--- config.mk ---
export PLATFORM = sky130hd
export DESIGN_NAME = csa_serial_group_adder
export DESIGN_NICKNAME = d
export VERILOG_FILES = /design/src/rtl/csa_serial_group_adder.sv
export SDC_FILE = /design/constraint.sdc
export NUM_CORES = 1
export LEC_CHECK = 0
export CAP_MARGIN = 25
export CORE_ASPECT_RATIO = 0.6
export CORE_MARGIN = 5
export CORE_UTILIZATION = 54
export DETAILED_ROUTE_END_ITERATION = 8
export GPL_TIMING_DRIVEN = 1
export PLACE_DENSITY = 0.87
export SLEW_MARGIN = 25
export SYNTH_ARGS = -nofsm -noshare
export SYNTH_HDL_FRONTEND = slang
export SYNTH_SLANG_ARGS = --single-unit
--- constraint.sdc ---
create_clock -name clk -period 6 [get_ports clk]
set_clock_uncertainty 0.15 [all_clocks]
set_input_delay 0.9 -clock clk [delete_from_list [all_inputs] [get_ports clk]]
set_output_delay 0.9 -clock clk [all_outputs]
set_load 0.03 [all_outputs]
--- src/rtl/csa_serial_group_adder.sv ---
// csa_serial_group_adder: serial carry-skip adder, one GROUP-bit slice per cycle; SKIP_STATS_EN adds skip_cnt
module csa_serial_group_adder #(
  parameter int WIDTH = 16,
  parameter int GROUP = 4
) (
  input  logic             clk,
  input  logic             rst,
  input  logic             in_valid,
  output logic             in_ready,
  input  logic [WIDTH-1:0] a,
  input  logic [WIDTH-1:0] b,
  input  logic             cin,
  output logic             out_valid,
  input  logic             out_ready,
  output logic [WIDTH-1:0] sum,
  output logic             cout
`ifdef SKIP_STATS_EN
  ,
  output logic [$clog2(WIDTH/GROUP+1)-1:0] skip_cnt
`endif
);
  localparam int N = WIDTH / GROUP;
  localparam int KW = N > 1 ? $clog2(N) : 1;
  typedef enum logic [1:0] {IDLE, RUN, DONE} state_t;
  state_t state, nxt;
  logic [WIDTH-1:0] a_r, b_r;
  logic carry, gco, last;
  logic [KW-1:0] k;
  logic [GROUP-1:0] p, g, s;
  assign p = a_r[k*GROUP +: GROUP] ^ b_r[k*GROUP +: GROUP];
  assign g = a_r[k*GROUP +: GROUP] & b_r[k*GROUP +: GROUP];
  assign last = k == KW'(N - 1);
  assign in_ready = state == IDLE;
  assign out_valid = state == DONE;
  // a fully propagating group passes its carry-in straight through
  always_comb begin : ripple
    logic c;
    c = carry;
    s = '0;
    for (int i = 0; i < GROUP; i++) begin
      s[i] = p[i] ^ c;
      c = g[i] | (p[i] & c);
    end
    gco = &p ? carry : c;
  end
  always_comb begin
    nxt = state;
    if (state == IDLE && in_valid) nxt = RUN;
    else if (state == RUN && last) nxt = DONE;
    else if (state == DONE && out_ready) nxt = IDLE;
  end
  always_ff @(posedge clk) state <= rst ? IDLE : nxt;
  always_ff @(posedge clk) begin
    if (rst) begin
      a_r <= '0;
      b_r <= '0;
      carry <= 1'b0;
      k <= '0;
      sum <= '0;
      cout <= 1'b0;
    end else if (state == IDLE && in_valid) begin
      a_r <= a;
      b_r <= b;
      carry <= cin;
      k <= '0;
    end else if (state == RUN) begin
      sum[k*GROUP +: GROUP] <= s;
      carry <= gco;
      k <= last ? '0 : k + KW'(1);
      if (last) cout <= gco;
    end
  end
`ifdef SKIP_STATS_EN
  always_ff @(posedge clk) begin
    if (rst) skip_cnt <= '0;
    else if (state == IDLE && in_valid) skip_cnt <= '0;
    else if (state == RUN && &p) skip_cnt <= skip_cnt + 1'b1;
  end
`endif
endmodule

==> flow_summary_export.csv, run 1 <==
group,metric,value,unit
clocking,cts_max_level,2,
pwr,power_leakage,1.27,nW
yosys,synthCells,245,
detailed_routing,num_vias,1935,
setup_path,path_max_fanout,20,
yosys,ys_ff_latch,54,
timing,fmax,0.276,GHz
yosys,yosys_warnings,0,
floorplan,core,0.00461,sq mm
timing,rsz0062_at_grt,"no",
yosys,synth_nets,296,
clocking,cts_resized,0,
timing,setup_tns,0,ps
clocking,clkTransAtPathRegs,90,ps
global_route,grt_max_degree,55,
clocking,hold_buffers,0,
setup_path,criticalPathCategory,"reg -> reg",
timing,setup_viol_count_final,0,
detailed_routing,totalWireLength,5.74,mm
place,port_buffers,55,
outcome,status,"finished clean",
finish,finalNetCount,344,
finish,area_growth_syn_to_layout,23.3,%
setup_path,endpoint_kind,"register",
timing,finalHoldViolations,0,
timing,fin_crit_sh,0.603,
pwr,powerDensity,227,mW/mm^2
floorplan,initial_core_util,0.561,
timing,worst_slew_pin_slew,992,ps
floorplan,rows,19,
finish,regArea,0.00108,sq mm
setup_path,worstPathRequired,6080,ps
global_route,grt_pass1_vias,1913,
clocking,clock-sinks,54,
global_route,gr-usage-all-layers,0.194,
detailed_routing,ant_nets,0,
yosys,ys_seq_area_frac,0.418,
yosys,synth_ff_type,"dfxtp_1",
min_path,hp-class,"reg -> reg",
yosys,syn_area,0.00259,sq mm
floorplan,die_h,63.6,um
detailed_routing,drc,0,
setup_path,worstPathArrival,3700,ps
clocking,clock-root-buffer,"clkbuf_8",
yosys,synth_area_leaders,"dfxtp_1 42%, mux2i_1 14%, mux4_1 8.1%",
yosys,synth_top_area_share,0.418,
finish,drive_gt1_frac,0.0408,
yosys,yosysTopAreaCell,"dfxtp_1",
detailed_routing,wire_per_inst,16.1,um
clocking,cts_buffer_depth,2,
floorplan,dieArea,0.00632,sq mm
clocking,postCtsSetupRepairBufs,0,
clocking,cts_tree,"built",
yosys,synth_area_per_cell,10.6,sq um
detailed_routing,drtPass1Iterations,4,
timing,max_slew_margin,0.339,
floorplan,ios,56,
global_route,overflow,0,
finish,final_cell_mix,"54 x dfxtp_1, 54 x clkdlybuf4s50_1, 42 x nor2_1, 35 x mux2i_1",
finish,multi_input_area,0.00135,sq mm
finish,diodes,0,
finish,stdcell_count,357,
floorplan,die_w,99.4,um
yosys,synth-edff-count,0,
pwr,vdd_drop_max,0.000150,V
finish,nFillCells,355,
setup_path,start_kind,"register",
clocking,cts_made_buffers,5,
flow_run,maxCapViolCount,0,
timing,fin_crit,3620,ps
yosys,synth_cell_types,34,
place,gp_congestion,0.862,
place,dpl.hpwl,3.97,mm
clocking,clock_latency,300,ps
global_route,antenna_found_initial,0,
detailed_routing,first_iter_violations,155,
place,dpl.cell_count,349,
detailed_routing,viasPerCell,5.42,
global_route,grt_pass1_wl,9.67,mm
timing,slew_violations,0,
yosys,async_reset_ff_frac,0,
final timing paths:
path         slack (ps)     end  depth (start not counted)  startpoint
max reg2reg        2380  sum[7]                          9        k[0]
max                2380  sum[7]                          9        k[0]
min reg2reg         310  sum[1]                          2      sum[1]
min                 310  sum[1]                          2      sum[1]
synthesized netlist by cell type, types with 3 or more instances:
| library cell | number |
|---|---|
| a21oi_1 | 13 |
| a32oi_1 | 6 |
| clkbuf_1 | 8 |
| dfxtp_1 | 54 |
| fa_1 | 4 |
| ha_1 | 10 |
| inv_1 | 10 |
| mux2i_1 | 35 |
| mux4_1 | 8 |
| nand2_1 | 13 |
| nand3_1 | 7 |
| nand3b_1 | 4 |
| nand4_1 | 3 |
| nor2_1 | 42 |
stage by stage:
stage                     power, mW  setup slack (ps)  hold slack (ps)  utilization  cell area [sq um]
after floorplan               0.481              3080              301            -               2590
after global placement        0.518              2530              293        0.672               3100
after global routing          0.757              2170              334        0.692               3190
final                         0.724              2380              306        0.692               3190
after detailed placement      0.521              2470              297        0.672               3100
after CTS                     0.728              2390              311        0.692               3190
kinds of logic after synthesis:
family,count (synthesis),share of synthesized area
and+or+nand+nor,86,0.167
DFF,54,0.418
muxes,43,0.217
buffers and inverters,25,0.0633
AOI/OAI and AO/OA,23,0.0561
adders and majority gates,14,0.0793
area by class of cell:
class	instances	share of cell area
multi-input combinational	166	0.423
sequential	54	0.339
timing repair buffer	56	0.173
clock buffer	7	0.0270
tap	63	0.0247
inverter	10	0.0118
clock inverter	1	0.00157
state kept, by name (all words and copies together) (netlist names):
register / cells
b_r: 16
carry: 1
cout: 1
a_r: 16
state: 2
sum: 16
k: 2
worst max-delay path, cell delays in order (launching register included):
cell and delay, ps:
dfxtp_1 890, mux4_1 710, fa_1 400, inv_1 70, fa_1 190, fa_1 170
inv_1 50, fa_1 580, nand4_1 140, a21oi_1 190
report_power, final:
group	leakage [nW]	total (mW)	switching [mW]	internal [mW]
clock	0.0482	0.208	0.114	0.0934
sequential	0.441	0.392	0.0156	0.376
combinational	0.779	0.125	0.0604	0.0645
routing by layer:
layer,global-route usage,vias to the layer above,part of all wire
li1,-,952,-
met1,0.281,889,0.48
met2,0.270,85,0.44
met3,0.0673,9,0.073
met4,0.0545,0,0.014
met5,0,-,0
Power figures use the tool's default switching activity.
==> inputs of run 2 (changes only) <==
--- a/config.mk
+++ b/config.mk
@@ -8,10 +8,10 @@
 export CAP_MARGIN = 25
 export CORE_ASPECT_RATIO = 0.6
 export CORE_MARGIN = 5
-export CORE_UTILIZATION = 54
+export CORE_UTILIZATION = 50
 export DETAILED_ROUTE_END_ITERATION = 8
 export GPL_TIMING_DRIVEN = 1
-export PLACE_DENSITY = 0.87
+export PLACE_DENSITY = 0.82
 export SLEW_MARGIN = 25
 export SYNTH_ARGS = -nofsm -noshare
 export SYNTH_HDL_FRONTEND = slang
==> constraint.sdc (replaced) <==
create_clock -name clk -period 3.4 [get_ports clk]
set_clock_uncertainty 0.15 [all_clocks]
set_input_delay 0.51 -clock clk [delete_from_list [all_inputs] [get_ports clk]]
set_output_delay 0.51 -clock clk [all_outputs]
set_load 0.03 [all_outputs]
==> run 2 against run 1 <==
- routed wire length decreased by 3.1%
- highest routed layer unchanged
- largest cell class unchanged
- worst hold slack better by 3.7 ps
- register-to-register slack worse by 2100 ps
- cell area grew 1.5%
- first-iteration DRC count fell by 20%
- flip-flop and latch count unchanged
- setup slack got worse by 2100 ps
==> flow_summary_export.csv, run 2 (synthesis results as in run 1) <==
group,metric,value,unit
clocking,postCtsSetupRepairBufs,0,
finish,area_growth_syn_to_layout,25.1,%
place,port_buffers,55,
clocking,cts_tree,"built",
outcome,status,"finished clean",
setup_path,criticalPathCategory,"reg -> reg",
floorplan,dieArea,0.00676,sq mm
clocking,cts_made_buffers,5,
finish,regArea,0.00108,sq mm
detailed_routing,ant_nets,0,
finish,stdcell_count,362,
detailed_routing,drtPass1Iterations,4,
global_route,grt_pass1_wl,9.18,mm
clocking,clkTransAtPathRegs,90,ps
detailed_routing,drc,0,
finish,drive_gt1_frac,0.0507,
clocking,clock_latency,300,ps
timing,rsz0062_at_grt,"no",
clocking,clock-root-buffer,"clkbuf_8",
finish,finalNetCount,347,
pwr,powerDensity,414,mW/mm^2
finish,diodes,0,
finish,largestRegisters,"a_r (16), b_r (16), sum (16)",
detailed_routing,num_vias,1937,
finish,final_cell_mix,"54 x dfxtp_1, 54 x clkdlybuf4s50_1, 42 x nor2_1, 35 x mux2i_1",
setup_path,worstPathRequired,3410,ps
floorplan,initial_core_util,0.515,
clocking,cts_max_level,2,
pwr,vdd_drop_max,0.000238,V
floorplan,ios,56,
place,dpl.hpwl,4.13,mm
timing,fmax,0.321,GHz
detailed_routing,first_iter_violations,124,
global_route,overflow,0,
timing,worst_slew_pin_slew,938,ps
timing,finalHoldViolations,0,
timing,max_slew_margin,0.375,
global_route,gr-usage-all-layers,0.176,
place,gp_congestion,0.819,
finish,nFillCells,407,
global_route,grt_pass1_vias,1837,
timing,fin_crit,3120,ps
setup_path,start_kind,"register",
detailed_routing,wire_per_inst,15.4,um
global_route,antenna_found_initial,0,
floorplan,core,0.00503,sq mm
place,dpl.cell_count,355,
setup_path,endpoint_kind,"register",
clocking,cts_resized,0,
timing,fin_crit_sh,0.916,
min_path,hp-class,"reg -> reg",
floorplan,rows,20,
timing,setup_tns,0,ps
setup_path,path_max_fanout,4,
clocking,clock-sinks,54,
global_route,grt_max_degree,55,
floorplan,die_w,103,um
setup_path,worstPathArrival,3130,ps
clocking,cts_buffer_depth,2,
finish,multi_input_area,0.00135,sq mm
detailed_routing,totalWireLength,5.56,mm
flow_run,maxCapViolCount,0,
finish,postLayoutCoreUtil,0.644,
floorplan,die_h,65.7,um
timing,slew_violations,0,
pwr,power_leakage,1.29,nW
clocking,hold_buffers,0,
timing,setup_viol_count_final,0,
detailed_routing,viasPerCell,5.35,
[run 2: cell types whose count changed in the layout (fill, tap and decap cells not counted)]
cell | before | now
bufinv_16 | 0 | 1
buf_4 | 1 | 4
clkinv_2 | 1 | 0
clkbuf_1 | 1 | 0
[run 2: metrics by stage]
step / setup slack (ps) / area [sq um] / total power, mW / hold slack [ps]
2_1_floorplan: 478 / 2590 / 0.849 / 301
3_3_place_gp: 513 / 3130 / 0.917 / 294
3_5_place_dp: 351 / 3130 / 0.924 / 299
4_1_cts: 305 / 3240 / 1.35 / 311
5_1_grt: 185 / 3240 / 1.41 / 339
6_report: 284 / 3240 / 1.34 / 310
[run 2: power by group]
part | total (mW) | internal, mW | switching (mW)
clock | 0.430 | 0.236 | 0.194
sequential | 0.686 | 0.663 | 0.0228
combinational | 0.225 | 0.116 | 0.109
[run 2: critical path, stage by stage (launching register included)]
cell     delay, ps
dfxtp_1        430
mux4_1         650
fa_1           450
inv_1          100
fa_1           190
fa_1           170
inv_1           50
fa_1           510
a32oi_1        220
nor2_1          60
[run 2: cell type report]
| type | instances | share of cell area |
|---|---|---|
| inverters | 10 | 0.0116 |
| flip-flops and latches | 54 | 0.334 |
| repair buffers | 59 | 0.178 |
| clock inverters | 1 | 0.00927 |
| clock buffers | 6 | 0.0255 |
| multi-input cells | 166 | 0.417 |
| well taps | 66 | 0.0255 |
[run 2: per-layer routing]
layer / vias up / GRT usage / wire [um]
met5: - / 0 / 0
met4: 0 / 0.0485 / 62
met3: 7 / 0.0424 / 353
met2: 48 / 0.242 / 2310
met1: 926 / 0.271 / 2830
li1: 956 / - / -
[run 2: worst paths after layout]
kind / startpoint / end / slack [ps] / cells past startpoint
worst max-delay path: k[0] / sum[15] / 280 / 9
worst min-delay path: sum[2] / sum[2] / 310 / 2
worst max register to register: k[0] / sum[15] / 280 / 9
worst min register to register: sum[2] / sum[2] / 310 / 2
